**config.mk**
```make
export PLATFORM = sky130hd
export DESIGN_NAME = vx_commit_tx_flat
export DESIGN_NICKNAME = d
export VERILOG_FILES = /design/src/rtl/vx_commit_tx_pkg.sv /design/src/rtl/vx_commit_tx_if.sv /design/src/rtl/vx_commit_tx_fifo.sv /design/src/rtl/vx_commit_tx.sv /design/src/flat_wrapper.sv
export SDC_FILE = /design/constraint.sdc
export NUM_CORES = 1
export LEC_CHECK = 0
export BUFFER_PORTS_ARGS = -buffer_cell sky130_fd_sc_hd__buf_2
export CORE_ASPECT_RATIO = 1.25
export CORE_MARGIN = 1.5
export CORE_UTILIZATION = 37
export DETAILED_ROUTE_END_ITERATION = 8
export GPL_ROUTABILITY_DRIVEN = 0
export GPL_TIMING_DRIVEN = 0
export HOLD_SLACK_MARGIN = 0.06
export PLACE_DENSITY_LB_ADDON = 0.3
export SYNTH_ARGS = -nofsm -noshare
export SYNTH_HDL_FRONTEND = slang
export SYNTH_SLANG_ARGS = --single-unit
```
**constraint.sdc**
```tcl
create_clock -name clk -period 14.4 [get_ports clk]
set_clock_uncertainty 0.05 [all_clocks]
set_input_delay 0.72 -clock clk [delete_from_list [all_inputs] [get_ports clk]]
set_output_delay 0.72 -clock clk [all_outputs]
set_load 0.02 [all_outputs]
```
**src/rtl/vx_commit_tx_pkg.sv**
```systemverilog
// Widths and commit packet layout shared by the commit transmit slice.
package vx_commit_tx_pkg;

  localparam int NUM_THREADS = 8;
  localparam int XLEN        = 32;
  localparam int UUID_WIDTH  = 8;
  localparam int NW_WIDTH    = 2;
  localparam int CU_WIS_W    = 2;
  localparam int PC_BITS     = 16;
  localparam int NR_BITS     = 5;

  typedef struct packed {
    logic [UUID_WIDTH-1:0]       uuid;
    logic [NW_WIDTH-1:0]         wid;
    logic [CU_WIS_W-1:0]         cu_id;
    logic [PC_BITS-1:0]          pc;
    logic                        wb;
    logic [NR_BITS-1:0]          rd;
    logic [NUM_THREADS-1:0]      tmask;
    logic [NUM_THREADS*XLEN-1:0] data;
    logic                        sop;
    logic                        eop;
  } commit_t;

  localparam int DATAW = $bits(commit_t);

  function automatic int clog2_min1(input int n);
    return (n > 1) ? $clog2(n) : 1;
  endfunction

endpackage

```
**src/rtl/vx_commit_tx_if.sv**
```systemverilog
// Full-width commit packet handshake between the commit slice and its consumer.
interface vx_commit_tx_if;
  import vx_commit_tx_pkg::*;

  logic    valid;
  logic    ready;
  commit_t data;

  modport master (output valid, output data, input ready);
  modport slave  (input valid, input data, output ready);

endinterface

```
**src/rtl/vx_commit_tx_fifo.sv**
```systemverilog
// Small circular output queue; storage is deliberately left out of reset.
module vx_commit_tx_fifo #(
  parameter int DATAW = 8,
  parameter int DEPTH = 2,
  localparam int PTR_W = (DEPTH > 1) ? $clog2(DEPTH) : 1,
  localparam int CNT_W = $clog2(DEPTH + 1)
) (
  input  logic             clk,
  input  logic             reset,
  input  logic             push,
  input  logic             pop,
  input  logic [DATAW-1:0] data_in,
  output logic [DATAW-1:0] data_out,
  output logic             empty,
  output logic [CNT_W-1:0] count
);

  logic [DATAW-1:0] mem [DEPTH];
  logic [PTR_W-1:0] rd_ptr;
  logic [PTR_W-1:0] wr_ptr;

  function automatic logic [PTR_W-1:0] ptr_inc(input logic [PTR_W-1:0] p);
    return (p == PTR_W'(DEPTH - 1)) ? '0 : p + PTR_W'(1);
  endfunction

  always_ff @(posedge clk) begin
    if (reset) begin
      rd_ptr <= '0;
      wr_ptr <= '0;
      count  <= '0;
    end else begin
      if (push) wr_ptr <= ptr_inc(wr_ptr);
      if (pop)  rd_ptr <= ptr_inc(rd_ptr);
      if (push && !pop)      count <= count + CNT_W'(1);
      else if (pop && !push) count <= count - CNT_W'(1);
    end
  end

  always_ff @(posedge clk) begin
    if (push) mem[wr_ptr] <= data_in;
  end

  assign data_out = mem[rd_ptr];
  assign empty    = (count == '0);

endmodule

```
**src/rtl/vx_commit_tx.sv**
```systemverilog
// Gathers NUM_LANES-wide result slices into a full-width commit packet and
// queues finished packets for the commit interface.
module vx_commit_tx
  import vx_commit_tx_pkg::*;
#(
  parameter int CORE_ID   = 0,
  parameter int NUM_LANES = 4,
  parameter int OUT_DEPTH = 2,
  localparam int PID_COUNT = NUM_THREADS / NUM_LANES,
  localparam int PID_WIDTH = clog2_min1(PID_COUNT)
) (
  input  logic                      clk,
  input  logic                      reset,
  input  logic                      in_valid,
  output logic                      in_ready,
  input  logic [UUID_WIDTH-1:0]     in_uuid,
  input  logic [NW_WIDTH-1:0]       in_wid,
  input  logic [CU_WIS_W-1:0]       in_cu_id,
  input  logic [PC_BITS-1:0]        in_PC,
  input  logic                      in_wb,
  input  logic [NR_BITS-1:0]        in_rd,
  input  logic [NUM_LANES-1:0]      in_tmask,
  input  logic [NUM_LANES*XLEN-1:0] in_data,
  input  logic [PID_WIDTH-1:0]      in_pid,
  input  logic                      in_sop,
  input  logic                      in_eop,
  vx_commit_tx_if.master            commit_if,
  output logic                      pid_err
);

  localparam int CNT_W = $clog2(OUT_DEPTH + 1);

  if (NUM_THREADS % NUM_LANES != 0) begin : g_bad_lanes
    $error("vx_commit_tx: NUM_LANES must divide NUM_THREADS");
  end
  if (OUT_DEPTH < 2) begin : g_bad_depth
    $error("vx_commit_tx: OUT_DEPTH must be at least 2");
  end
  if (CORE_ID < 0) begin : g_bad_core
    $error("vx_commit_tx: CORE_ID must be non-negative");
  end

  logic                 fire;
  logic                 pid_last;
  logic                 push;
  logic                 pop;
  logic [PID_WIDTH-1:0] exp_pid;
  int                   lane_base;
  commit_t              gather_q;
  commit_t              gather_d;
  logic [DATAW-1:0]     fifo_dout;
  logic                 fifo_empty;
  logic [CNT_W-1:0]     fifo_count;

  assign fire      = in_valid && in_ready;
  assign pid_last  = (PID_COUNT == 1) || (in_pid == PID_WIDTH'(PID_COUNT - 1));
  assign push      = fire && pid_last;
  assign pop       = commit_if.valid && commit_if.ready;
  assign lane_base = int'(in_pid) * NUM_LANES;

  // The pushed packet merges the current slice, so the last beat lands in the same cycle.
  always_comb begin
    gather_d = gather_q;
    gather_d.tmask[lane_base +: NUM_LANES]           = in_tmask;
    gather_d.data[lane_base*XLEN +: NUM_LANES*XLEN]  = in_data;
    if (in_pid == '0) begin
      gather_d.uuid  = in_uuid;
      gather_d.wid   = in_wid;
      gather_d.cu_id = in_cu_id;
      gather_d.pc    = in_PC;
      gather_d.wb    = in_wb;
      gather_d.rd    = in_rd;
      gather_d.sop   = in_sop;
      gather_d.eop   = in_eop;
    end
  end

  always_ff @(posedge clk) begin
    if (fire) gather_q <= gather_d;
  end

  // Counter follows the accepted pid, which also resynchronises after a misordered slice.
  always_ff @(posedge clk) begin
    if (reset) begin
      exp_pid  <= '0;
      pid_err  <= 1'b0;
      in_ready <= 1'b1;
    end else begin
      pid_err  <= fire && (in_pid != exp_pid);
      if (fire) exp_pid <= pid_last ? '0 : in_pid + PID_WIDTH'(1);
      in_ready <= (fifo_count < CNT_W'(OUT_DEPTH - 1))
               || ((fifo_count < CNT_W'(OUT_DEPTH)) && !push);
    end
  end

  vx_commit_tx_fifo #(
    .DATAW (DATAW),
    .DEPTH (OUT_DEPTH)
  ) u_out_fifo (
    .clk      (clk),
    .reset    (reset),
    .push     (push),
    .pop      (pop),
    .data_in  (gather_d),
    .data_out (fifo_dout),
    .empty    (fifo_empty),
    .count    (fifo_count)
  );

  assign commit_if.valid = !fifo_empty;
  assign commit_if.data  = commit_t'(fifo_dout);

endmodule

```
**src/flat_wrapper.sv**
```systemverilog
// flat-port wrapper written by rule: the top's interface ports become plain ports
module vx_commit_tx_flat import vx_commit_tx_pkg::*;
#(
  parameter int CORE_ID   = 0,
  parameter int NUM_LANES = 4,
  parameter int OUT_DEPTH = 2,
  localparam int PID_COUNT = NUM_THREADS / NUM_LANES,
  localparam int PID_WIDTH = clog2_min1(PID_COUNT)
)
  (clk, reset, in_valid, in_ready, in_uuid, in_wid, in_cu_id, in_PC, in_wb, in_rd, in_tmask, in_data, in_pid, in_sop, in_eop, pid_err, commit_if_valid, commit_if_data, commit_if_ready);
  vx_commit_tx_if commit_if_i ();
  input  logic clk;
  input  logic reset;
  input  logic in_valid;
  output logic in_ready;
  input  logic [UUID_WIDTH-1:0] in_uuid;
  input  logic [NW_WIDTH-1:0] in_wid;
  input  logic [CU_WIS_W-1:0] in_cu_id;
  input  logic [PC_BITS-1:0] in_PC;
  input  logic in_wb;
  input  logic [NR_BITS-1:0] in_rd;
  input  logic [NUM_LANES-1:0] in_tmask;
  input  logic [NUM_LANES*XLEN-1:0] in_data;
  input  logic [PID_WIDTH-1:0] in_pid;
  input  logic in_sop;
  input  logic in_eop;
  output logic pid_err;
  output wire logic [$bits(commit_if_i.valid)-1:0] commit_if_valid;
  output wire logic [$bits(commit_if_i.data)-1:0] commit_if_data;
  input wire logic [$bits(commit_if_i.ready)-1:0] commit_if_ready;
  assign commit_if_valid = commit_if_i.valid;
  assign commit_if_data = commit_if_i.data;
  assign commit_if_i.ready = commit_if_ready;
  vx_commit_tx #(.CORE_ID(CORE_ID), .NUM_LANES(NUM_LANES), .OUT_DEPTH(OUT_DEPTH)) u_core (.clk(clk), .reset(reset), .in_valid(in_valid), .in_ready(in_ready), .in_uuid(in_uuid), .in_wid(in_wid), .in_cu_id(in_cu_id), .in_PC(in_PC), .in_wb(in_wb), .in_rd(in_rd), .in_tmask(in_tmask), .in_data(in_data), .in_pid(in_pid), .in_sop(in_sop), .in_eop(in_eop), .commit_if(commit_if_i), .pid_err(pid_err));
endmodule
```
== After elaboration in Yosys (flattened, before gate mapping) ==
Memories as Yosys holds them, arrays and structs flattened. A register that Yosys moved wholly into a read port is not among the register bits.
Index checks and enable logic that the tools add are counted.
Word-level totals
  word-level logic and storage cells: 57
  register bits: 307
  input port bits: 173
  memories kept: 1
  output and inout port bits: 303
  memory bits (writable): 600
Operators by class
  multiplexer cells: 13
  $lt $le $gt $ge: 2
  reduce and logical (&&, ||, !) cells: 13
  add/sub/neg operators: 7
  shift operators: 4
  equal/unequal tests: 1
Memory list
  u_core.u_out_fifo.mem: depth 2, bits a word 300, rd ports 1, clocked after Yosys merged registers in 1, wr ports 1, RTL line vx_commit_tx_fifo.sv:18  | logic [DATAW-1:0] mem [DEPTH];
Operators by type and width (number)
  bitwise mux 256 bit: 1
  variable shift 128 x 33 -> 256 bit, first input constant: 1
  variable part select 128 x 33 -> 256 bit: 1
  2-to-1 mux 34 bit: 1
  negation 3 -> 33 bit: 1
  negation 8 -> 33 bit: 1
  variable shift 4 x 33 -> 8 bit, first input constant: 1
  variable part select 4 x 33 -> 8 bit: 1
  bitwise mux 8 bit: 1
  logical AND 1 bit: 7
  2-to-1 mux 1 bit: 7
  2-to-1 mux 2 bit: 3
  adder 1 bit, second input constant: 3
  zero test 1 bit: 3
  adder 2 x 1 -> 2 bit, second input constant: 1
  zero test 2 bit: 1
  < comparator 2 x 1 -> 1 bit, second input constant: 1
  < comparator 2 bit, second input constant: 1
  nonzero test 2 bit: 1
  subtractor 2 x 1 -> 2 bit, second input constant: 1
  logical OR 1 bit: 1
  inequality test 1 bit: 1

== Depth between registers and ports, before layout ==
Gate-level depths: netlist of run 1.
  depth in word-level cells: 6
  mapped depth: 7
  depth with buffers taken out: 7

== Hierarchy ==
Synthesis of run 1 repeated with hierarchy kept, for this count alone.
Second synthesis, totals
  cell total of the unflattened synthesis: 1601
  area total of the unflattened synthesis: 35977.0 µm²
By module, submodules not included
  vx_commit_tx_fifo: cells each 954, area each 22041.1 µm², times used 1
  vx_commit_tx: cells each 647, area each 13935.9 µm², times used 1

== Least setup slack after synthesis of run 1 ==
Ideal clock, no wire load.
  path kind: input to register
  start: input port in_pid
  end: memory u_core.u_out_fifo.mem[0][0] (netlist bit) (enable)
  path slack: -0.902 ns
  cell stages on the path: 4
  data required time: 13.347 ns
  data arrival time: 14.249 ns
  path through: buf_6 > and3_1 > clkbuf_2 > nor2b_1
Between the ends
  word-level cells in the longest chain between the ends: 3
Ends and longest elaborated chain
  start, declared: RTL line flat_wrapper.sv:24  | input logic [PID_WIDTH-1:0] in_pid;
  logical AND 1 bit: RTL line vx_commit_tx.sv:57  | assign push = fire && pid_last;
  via u_core.push: RTL line vx_commit_tx.sv:45  | logic push;
  2-to-1 mux 1 bit: RTL line vx_commit_tx_fifo.sv:40  | if (push) mem[wr_ptr] <= data_in;
  2-to-1 mux 1 bit (not written as such): RTL line vx_commit_tx_fifo.sv:40
  end, declared: RTL line vx_commit_tx_fifo.sv:18
The timed path passes the listed nets, and every way through them passes these cells.

==> metrics.md, run 1 <==
| Metric | Value |
|---|---|
| CP Data Arrival Time | `2.27 ns` |
| Logic pwr share | `0.183` |
| Top cell types by occurrence after synthesis | `edfxtp_1 (900), mux2_2 (571), buf_6 (32)` |
| Library cells used by synthesis | `25` |
| M1 GR Usage | `0.182` |
| Clock Power Share | `0.338` |
| Outcome | `completed` |
| Reg area | `27200 um^2` |
| Row Count | `125` |
| Via count | `16800` |
| Switching power | `1.79 mW` |
| HP Class | `primary input to register` |
| Total grt overflow | `0` |
| Area taken by multi-input logic gates | `7010 um^2` |
| Hold path depth | `2` |
| Syn Nets | `1783` |
| Fmax | `329 MHz` |
| Clk_lat worst skew | `0.63 ns` |
| Switching Share | `0.260` |
| TritonCTS sink count | `908` |
| Clock transition at path regs | `0.06 ns` |
| Max Slew Vio Count | `0` |
| GR Util All Layers | `0.158` |
| Peak supply drop | `0.000149 V` |
| Nets | `2366` |
| Vias in the first global route | `18300` |
| Initial Util | `0.374` |
| CTS max path bufs | `3` |
| Slew headroom | `0.461` |
| Register-to-Register Path Depth | `7` |
| CTS tree | `done` |
| Layout cells sized above 1 | `0.568` |
| Crit-path max FO | `10` |
| Post-synth EDFFs | `900` |
| Share of the synthesized area in the top cell type | `0.776` |
| Core area | `93100 um^2` |
| CP Class | `register to primary output` |
| Antenna violations before repair | `17` |
| DRC | `0` |
| I/O pins | `476` |
| Ys Warns | `0` |
| FF+latch count, synth | `908` |
| FILL cells | `7938` |
| Slew @ Worst Pin | `0.808 ns` |
| GR peak layer | `met2` |
| Synthesized area per cell | `21.7 um^2` |
| Setup ws final | `11.36 ns` |
| Worst setup EP type | `primary output` |
| Asr flop ratio synth | `0` |
| Synthesized area | `34800 um^2` |
| Final ANT Viol Nets | `0` |
| RSZ-0062 raised after global routing | `no` |
| Register area share after synthesis | `0.781` |
| Layout area overhead | `20.8%` |
| GR Util met2 | `0.275` |
| Worst setup SP type | `register` |
| First-pass DRT Iterations | `5` |
| Ys flop type | `edfxtp_1` |
| Crit share post-route | `0.211` |
| CTS Buf Count | `90` |
| Sequential group share of total power | `0.479` |
| CTS Hold Bufs | `0` |
| First-pass GRT wire length | `115 mm` |
| Die area | `96000 um^2` |
| GR Util met3 | `0.0525` |
| Largest net degree at the start of global routing | `106` |
| H-tree depth | `3` |
| WP data required | `13.63 ns` |
| Static Leak | `14.8 nW` |
| Vias per cell | `4.84` |
| Die Span X | `277 um` |
| Finished layout cell area | `42100 um^2` |
| IO buf count | `473` |
| Top cells by area, synth | `edfxtp_1 (78%), mux2_2 (18%), buf_6 (1.0%), mux2_4 (0.86%), buf_4 (0.67%)` |
| Worst slack at placement | `11.04 ns` |
| Dpl cell area | `39100 um^2` |
| Die Y | `346 um` |
| Total Routed Length | `76.6 mm` |
| Int Power | `5.07 mW` |
| Final Hold Viols | `0` |
| Max Cap Violations | `0` |
| PD cells | `163 nW/um^2` |
| Post-Syn Instances | `1607` |
| Post-detail-place hpwl | `51.3 mm` |
| Resize count post-CTS | `0` |
| CTS root buffer | `clkbuf_16` |
| Routed length per instance | `22.1 um` |
| Final setup viols | `0` |
| Setup Buffers After CTS | `0` |
| Area leader, netlist | `edfxtp_1` |
| Post-route minimum period | `3.04 ns` |
| Initial DRC count | `816` |
| Most numerous cell in the Yosys netlist | `edfxtp_1` |
| Worst hold margin | `0.369 ns` |
cell families after synthesis:
family,count (synthesis),share of synthesized area
xor+xnor,4,0.00101
simple gates,14,0.00198
flops,908,0.781
fa+ha+maj,3,0.00108
buf+inv,73,0.0183
mux,601,0.196
compound gates,4,0.000575
path summary, 6_finish.rpt:
| kind | start | end | slack [ns] |
|---|---|---|---|
| max reg2reg | u_core.in_ready | u_core.u_out_fifo.mem[0][12] | 11.61 |
| min reg2reg | u_core.exp_pid | u_core.exp_pid | 0.43 |
| min | in_data[117] | u_core.gather_q[119] | 0.37 |
| max | register | commit_if_data[127] | 11.36 |
stage by stage:
stage | std cells | power [mW] | utilization | setup TNS [ns]
2_1_floorplan | 1607 | 4.19 | - | 0
3_3_place_gp | 3286 | 4.66 | 0.416 | -148.64
3_5_place_dp | 3304 | 4.63 | 0.421 | 0
4_1_cts | 3466 | 6.97 | 0.452 | 0
5_1_grt | 3471 | 7.14 | 0.452 | 0
6_report | 3474 | 6.86 | 0.452 | 0
critical path, stage by stage (launching register included):
cell	delay (ns)
dfxtp_1	0.33
buf_2	0.41
buf_4	0.30
mux2_2	0.40
buf_2	0.19
metal layers:
layer,share of wire,up-vias
li1,-,7585
met4,0.023,20
met2,0.51,466
met1,0.39,8631
met5,0.0018,-
met3,0.076,129
flip-flops by register name, summed over array words and instances (netlist names), named ones only:
register	cells
u_core.in_ready	1
u_core.exp_pid	1
u_core.u_out_fifo.rd_ptr	1
u_core.u_out_fifo.wr_ptr	1
u_core.u_out_fifo.count	2
u_core.gather_q	300
u_core.pid_err	1
u_core.u_out_fifo.mem	600
area by class of cell:
| class | count | area share |
|---|---|---|
| clock buffers | 109 | 0.0557 |
| inverters | 4 | 0.000535 |
| flip-flops and latches | 908 | 0.646 |
| well taps | 1206 | 0.0359 |
| multi-input cells | 626 | 0.167 |
| repair buffers | 491 | 0.0662 |
| clock inverters | 53 | 0.0137 |
| plain buffers | 69 | 0.0148 |
| diodes | 8 | 0.000476 |
power groups by stage:
stage | Combinational [mW] | Clock, mW | Sequential, mW
after floorplan | 0.820 | 0 | 3.37
after global placement | 1.24 | 0 | 3.42
after detailed placement | 1.28 | 0 | 3.34
after CTS | 1.29 | 2.39 | 3.29
after global routing | 1.34 | 2.48 | 3.31
final | 1.26 | 2.32 | 3.29
placed cells by master, fill, tap and decap left out, types with 4 or more instances in the layout:
cell type	synthesis	routed
buf_12	0	10
diode_2	0	8
buf_6	32	32
clkinv_2	0	18
dfxtp_1	8	8
clkbuf_16	0	91
mux2_4	20	20
nor2_1	4	4
mux2_1	9	9
edfxtp_1	900	900
mux2_2	571	571
bufinv_16	0	10
buf_2	4	477
buf_16	0	8
clkinv_1	0	15
clkbuf_1	1	19
buf_4	31	31
Power figures use the tool's default switching activity.
==> run 2: changes to the inputs <==
--- a/config.mk
+++ b/config.mk
@@ -5,6 +5,7 @@
 export SDC_FILE = /design/constraint.sdc
 export NUM_CORES = 1
 export LEC_CHECK = 0
+export ABC_AREA = 1
 export BUFFER_PORTS_ARGS = -buffer_cell sky130_fd_sc_hd__buf_2
 export CORE_ASPECT_RATIO = 1.25
 export CORE_MARGIN = 1.5
==> constraint.sdc (replaced) <==
create_clock -name clk -period 3.05 [get_ports clk]
set_clock_uncertainty 0.05 [all_clocks]
set_input_delay 0.1525 -clock clk [delete_from_list [all_inputs] [get_ports clk]]
set_output_delay 0.1525 -clock clk [all_outputs]
set_load 0.02 [all_outputs]
==> run 2 against run 1 <==
Compared with the run above: total power grew to 4.6 times the previous value; flip-flop and latch count unchanged; critical path depth up 3; highest routed layer unchanged; area after synthesis rose by 0.92%; critical endpoint is now commit_if_data[66]; register-to-register slack lost 11 ns; cell count increased by 38%; first-iteration DRC count up 110%; sequential power increased to 4.6 times the previous value; sequential share of layout area decreased by 3.3 points.
==> metrics.md, run 2 <==
| Metric | Value |
|---|---|
| Outcome | `completed` |
| TritonCTS sink count | `908 (unchanged)` |
| WP data required | `2.85 ns (-10.78 ns)` |
| CTS Buf Count | `93 (+3.3%)` |
| Crit path cell chain | `clkbuf_2, buf_4, buf_4, buf_4, nand2_1, o21ai_0, buf_2` |
| Top cells by area, synth | `edfxtp_1 (77%), nand2_1 (7.4%), o21ai_0 (7.1%), inv_1 (4.7%), buf_4 (1.1%)` |
| Top flop regs | `u_core.u_out_fifo.mem x600, u_core.gather_q x300, u_core.u_out_fifo.count x2` |
| Die area | `96900 um^2 (+0.91%)` |
| Largest register FFs | `600 (unchanged)` |
| Crit share post-route | `0.940` |
| Clk_lat worst skew | `0.66 ns (+0.03 ns)` |
| Vias per cell | `4.67 (-3.5%)` |
| CP Class | `register to primary output` |
| Slew headroom | `0.396 (-0.0653)` |
| Final setup viols | `0 (unchanged)` |
| Most frequent cells in the layout | `edfxtp_1 (900), nand2_1 (689), o21ai_0 (502)` |
| Die Span X | `279 um (+0.45%)` |
| Slowest stage delay, CP | `0.37 ns (-0.04 ns)` |
| FF+latch count, synth | `908 (unchanged)` |
| H-tree depth | `3 (unchanged)` |
| HP Class | `primary input to register` |
| Final Hold Viols | `0 (unchanged)` |
| Tot Pwr | `31.2 mW (+360%)` |
| First-pass GRT wire length | `139 mm (+21%)` |
| Slew @ Worst Pin | `0.904 ns (+0.0960 ns)` |
| CP Data Arrival Time | `2.67 ns (+0.40 ns)` |
| DRC | `0 (unchanged)` |
| Layout area overhead | `26.2%` |
| Core area | `94300 um^2 (+1.3%)` |
| Die Y | `348 um (+0.46%)` |
| Share of the synthesized area in the top cell type | `0.769 (-0.00707)` |
| Clock transition at path regs | `0.06 ns (about the same)` |
| Most frequent CP cell | `buf_4` |
| Syn Nets | `2930 (+64%)` |
| Initial Util | `0.373 (-0.00144)` |
| Initial DRC count | `1711 (+110%)` |
| CTS root buffer | `clkbuf_16` |
| Most flops, register | `u_core.u_out_fifo.mem` |
| Final ANT Viol Nets | `0 (unchanged)` |
| I/O pins | `476 (unchanged)` |
| Top cell types by occurrence after synthesis | `edfxtp_1 (900), nand2_1 (690), o21ai_0 (502)` |
| Worst setup EP type | `primary output` |
| Crit-path max FO | `10 (unchanged)` |
| Vias in the first global route | `22400 (+23%)` |
| Fmax | `349 MHz` |
| RSZ-0062 raised after global routing | `no` |
| Layout cells sized above 1 | `0.199 (-0.370)` |
| CTS max path bufs | `3 (unchanged)` |
| Library cells used by synthesis | `20 (-20%)` |
| Util after Layout | `0.470 (+0.0183)` |
| Max Cap Violations | `0 (unchanged)` |
| Ys Warns | `0 (unchanged)` |
| PD cells | `704 nW/um^2 (+330%)` |
| Synthesized area | `35100 um^2 (+0.92%)` |
| Post-Syn Instances | `2754 (+71%)` |
| Post-route minimum period | `2.87 ns` |
| Routed length per instance | `19.6 um (-11%)` |
| Dpl cell area | `39700 um^2 (+1.4%)` |
| Asr flop ratio synth | `0 (unchanged)` |
| Area leader, netlist | `edfxtp_1` |
| Most common cell after layout, fill and taps aside | `edfxtp_1` |
| Most numerous cell in the Yosys netlist | `edfxtp_1` |
| Worst setup SP type | `register` |
| Finished layout cell area | `44400 um^2 (+5.4%)` |
| Ys flop type | `edfxtp_1` |
| Register area share after synthesis | `0.774 (-0.00711)` |
| Total Routed Length | `94.2 mm (+23%)` |
| Max Slew Vio Count | `0 (unchanged)` |
| GR Util All Layers | `0.191 (+0.0335)` |
| Antenna violations before repair | `4 (-13)` |
| Peak supply drop | `0.000512 V (+240%)` |
| Via count | `22500 (+34%)` |
| Post-synth EDFFs | `900 (unchanged)` |
| Synthesized area per cell | `12.8 um^2 (-41%)` |
| CTS tree | `done` |
| Static Leak | `17.6 nW (+19%)` |
| Post-detail-place hpwl | `63.6 mm (+24%)` |
| Largest net degree at the start of global routing | `40 (-62%)` |
| Total grt overflow | `0 (unchanged)` |
| Slowest CP cell | `buf_4` |
| IO buf count | `475 (+0.42%)` |
| First-pass DRT Iterations | `5 (unchanged)` |
| Row Count | `126 (+0.80%)` |
| Antenna Cells | `0 (-8)` |
| Nets | `3701 (+56%)` |
run 2: kinds of logic (layout without fill, tap and decap cells):
group                    after synthesis  count (layout)  share of synthesized area
flip-flops                           908             908                      0.774
AO/OA/AOI/OAI                        566             566                     0.0806
buffers and inverters                576            1417                     0.0694
XOR/XNOR                               1               1                   0.000249
adder cells (fa/ha/maj)                3               3                    0.00107
AND/OR/NAND/NOR                      700             700                     0.0752
run 2: where the power goes:
| group | switching (mW) | internal, mW | leakage (nW) |
|---|---|---|---|
| clock network | 4.72 | 6.27 | 1.42 |
| logic | 3.69 | 1.47 | 7.61 |
| registers | 0.203 | 14.9 | 8.57 |
| total | 8.61 | 22.6 | 17.6 |
run 2: timing repair:
item / 4_1_cts / 5_1_grt
hold endpoints to repair: 918 / 0
gates resized for setup: 8 / 0
endpoints found under the setup margin: 63 / 0
buffers inserted: 0 / 0
hold buffers: 172 / 0
run 2: path summary, 6_finish.rpt:
kind | startpoint | to | slack [ns] | cells past startpoint
hold reg to reg | u_core.u_out_fifo.count[1] | u_core.in_ready | 0.39 | 1
setup / recovery | register | commit_if_data[66] | 0.18 | 7
setup reg to reg | u_core.in_ready | u_core.u_out_fifo.mem[0][56] | 0.44 | 7
hold / removal | reset | register | 0.29 | 3
run 2: per-layer routing:
metal | GRT usage | wire, um
met4 | 0.0680 | 2960
met5 | 0 | 30
met2 | 0.328 | 46800
met1 | 0.236 | 38900
met3 | 0.0432 | 5550
run 2: through the flow:
| stage | TNS (ns) | std cells | setup WS [ns] | hold WS [ns] |
|---|---|---|---|---|
| 2_1_floorplan | -2148.36 | 2754 | -2.44 | 0.172 |
| 3_3_place_gp | -5646.52 | 4445 | -6.69 | 0.355 |
| 3_5_place_dp | -18.19 | 4474 | -0.421 | 0.361 |
| 4_1_cts | 0 | 4811 | 0.0404 | 0.245 |
| 5_1_grt | 0 | 4811 | 0.0118 | 0.257 |
| 6_report | 0 | 4811 | 0.182 | 0.294 |
run 2: area by class of cell:
| type | instances | area (um^2) |
|---|---|---|
| sequential | 908 | 27200 |
| clock buffer | 122 | 2520 |
| clock inverter | 43 | 415 |
| inverter | 443 | 1670 |
| multi-input combinational | 1270 | 5540 |
| fill | 8503 | 49900 |
| buffer | 133 | 800 |
| timing repair buffer | 676 | 4690 |
| tap | 1216 | 1520 |
run 2: worst max-delay path: cells and delay by family, from the launching register on:
family	cells	cell delay, ns
flip-flops	1	0.32
AND/OR/NAND/NOR	1	0.06
buffers and inverters	5	1.47
AO/OA/AOI/OAI	1	0.16
==> run 3: changes to the inputs <==
==> constraint.sdc (replaced) <==
create_clock -name clk -period 3.7 [get_ports clk]
set_clock_uncertainty 0.05 [all_clocks]
set_input_delay 0.185 -clock clk [delete_from_list [all_inputs] [get_ports clk]]
set_output_delay 0.185 -clock clk [all_outputs]
set_load 0.02 [all_outputs]
==> run 3 against run 2 <==
Compared with the run above: worst hold slack better by 0.036 ns; utilization is 0.28 points higher; register-to-register slack better by 0.52 ns; routed wire length is 1.8% higher; critical path depth is 2 lower; flip-flop and latch count stayed put; combinational power is 17% lower; final area is 0.60% higher.
==> metrics.md, run 3 (same netlist as run 2, synthesis figures left out) <==
| Metric | Value |
|---|---|
| Outcome | `completed` |
| Nets | `3704 (+0.081%)` |
| Area taken by multi-input logic gates | `5540 um^2 (unchanged)` |
| Reg area | `27200 um^2 (unchanged)` |
| Initial DRC count | `1710 (-0.058%)` |
| First-pass GRT wire length | `140 mm (+0.83%)` |
| Die area | `96900 um^2 (unchanged)` |
| Layout area overhead | `26.9%` |
| CTS max path bufs | `3 (unchanged)` |
| Setup Buffers After CTS | `0 (unchanged)` |
| Initial Util | `0.373 (unchanged)` |
| CP Class | `register to primary output` |
| GR Util All Layers | `0.193 (+0.00172)` |
| Slowest CP cell | `clkbuf_1` |
| TritonCTS sink count | `908 (unchanged)` |
| H-tree depth | `3 (unchanged)` |
| Clk_lat worst skew | `0.65 ns (about the same)` |
| Largest register FFs | `600 (unchanged)` |
| HP Class | `primary input to register` |
| Worst setup SP type | `register` |
| Final Hold Viols | `0 (unchanged)` |
| CP Data Arrival Time | `2.95 ns (+0.28 ns)` |
| Buf/Inv on CP | `4 (-1)` |
| Max Slew Vio Count | `0 (unchanged)` |
| Sequential group share of total power | `0.472 (-0.011)` |
| DRC | `0 (unchanged)` |
| Slew headroom | `0.418 (+0.0226)` |
| Top delay family on crit path | `buffers and inverters` |
| Finished layout cell area | `44600 um^2 (+0.60%)` |
| Layout cells sized above 1 | `0.202 (+0.00295)` |
| RSZ-0062 raised after global routing | `no` |
| CTS root buffer | `clkbuf_16` |
| Switching power | `7.27 mW (-16%)` |
| Dpl cell area | `39800 um^2 (+0.21%)` |
| Crit-path max FO | `10 (unchanged)` |
| CTS tree | `done` |
| CTS Buf Count | `93 (unchanged)` |
| Largest net degree at the start of global routing | `40 (unchanged)` |
| Static Leak | `17.7 nW (+0.68%)` |
| Die Y | `348 um (unchanged)` |
| Fmax | `314 MHz` |
| Post-detail-place hpwl | `64.5 mm (+1.3%)` |
| Int Power | `19.1 mW (-16%)` |
| Vias per cell | `4.71 (+0.74%)` |
| Antenna violations before repair | `6 (+2)` |
| Setup ws final | `0.513 ns (+0.331 ns)` |
| Worst setup EP type | `primary output` |
| Vias in the first global route | `22300 (-0.24%)` |
| Logic pwr share | `0.163 (-0.002)` |
| Clock transition at path regs | `0.06 ns (about the same)` |
| Slowest stage delay, CP | `0.57 ns (+0.20 ns)` |
| Final setup viols | `0 (unchanged)` |
| PD cells | `591 nW/um^2 (-16%)` |
| Worst slack at placement | `0.0697 ns (+0.490 ns)` |
| WP data required | `3.46 ns (+0.61 ns)` |
| Clock Power Share | `0.366 (+0.014)` |
| CTS Hold Bufs | `172 (unchanged)` |
| Most flops, register | `u_core.u_out_fifo.mem` |
| Crit path cell chain | `clkbuf_2, buf_2, clkbuf_1, o21ai_0, buf_2` |
| Die Span X | `279 um (unchanged)` |
| Peak supply drop | `0.000395 V (-23%)` |
| FILL cells | `8418 (-1.0%)` |
| Most frequent CP cell | `buf_2` |
| First-pass DRT Iterations | `5 (unchanged)` |
| Most frequent cells in the layout | `edfxtp_1 (900), nand2_1 (689), o21ai_0 (502)` |
| Total grt overflow | `0 (unchanged)` |
| IO buf count | `475 (unchanged)` |
| Total Routed Length | `95.9 mm (+1.8%)` |
| Most common cell after layout, fill and taps aside | `edfxtp_1` |
| Crit share post-route | `0.861` |
| Final ANT Viol Nets | `0 (unchanged)` |
| Via count | `22700 (+0.93%)` |
| Switching Share | `0.276 (about the same)` |
| Top flop regs | `u_core.u_out_fifo.mem x600, u_core.gather_q x300, u_core.u_out_fifo.count x2` |
| Resize count post-CTS | `0 (-8)` |
| Core area | `94300 um^2 (unchanged)` |
| Tot Pwr | `26.4 mW (-16%)` |
| Post-route minimum period | `3.19 ns` |
| Routed length per instance | `19.9 um (+1.6%)` |
| Worst hold margin | `0.330 ns (+0.0361 ns)` |
| Row Count | `126 (unchanged)` |
| Max Cap Violations | `0 (unchanged)` |
| Slew @ Worst Pin | `0.870 ns (-0.0340 ns)` |
| Final setup TNS | `0 ns (unchanged)` |
| I/O pins | `476 (unchanged)` |
==> run 3: layer usage <==
metal / GRT usage / wire (um) / up-vias
met5: 0 / 32 / -
met4: 0.0538 / 2070 / 4
met3: 0.0488 / 6500 / 129
met2: 0.337 / 48400 / 666
met1: 0.236 / 38900 / 11000
li1: - / - / 10900
==> run 3: area by class of cell <==
| cell class | count | share of cell area |
|---|---|---|
| sequential | 908 | 0.609 |
| clock inverter | 58 | 0.0152 |
| multi-input combinational | 1270 | 0.124 |
| buffer | 133 | 0.0176 |
| inverter | 443 | 0.0374 |
| tap | 1216 | 0.0341 |
| clock buffer | 111 | 0.0549 |
| antenna | 2 | 0.000112 |
| timing repair buffer | 679 | 0.107 |
==> run 3: power by group through the flow <==
| stage | Clock (mW) | Sequential [mW] | Combinational (mW) |
|---|---|---|---|
| 2_1_floorplan | 0 | 12.7 | 2.28 |
| 5_1_grt | 10.2 | 12.5 | 4.66 |
| 3_5_place_dp | 0 | 12.6 | 4.21 |
| 4_1_cts | 9.84 | 12.4 | 4.37 |
| 3_3_place_gp | 0 | 12.8 | 4.03 |
| 6_report | 9.64 | 12.4 | 4.28 |
==> run 3: worst reg2reg max path: cells and delay by family (launching register included) <==
family                 cells  cell delay (ns)
buffers and inverters      5             1.18
flip-flops                 1             0.39
AND/OR/NAND/NOR            2             0.82
==> run 3: metrics by stage <==
step,cells,utilization
finish,4820,0.473
global route,4819,0.473
CTS,4818,0.473
detailed placement,4477,0.422
global placement,4445,0.415
floorplan,2754,-
==> run 3: path summary, 6_finish.rpt <==
path                                   start                             to  slack [ns]  cells after the start
hold reg to reg   u_core.u_out_fifo.count[1]                u_core.in_ready        0.38                      1
setup reg to reg             u_core.in_ready  u_core.u_out_fifo.mem[0][174]        0.96                      7
hold / removal                         reset                       register        0.33                      3
setup / recovery                    register             commit_if_data[97]        0.51                      5
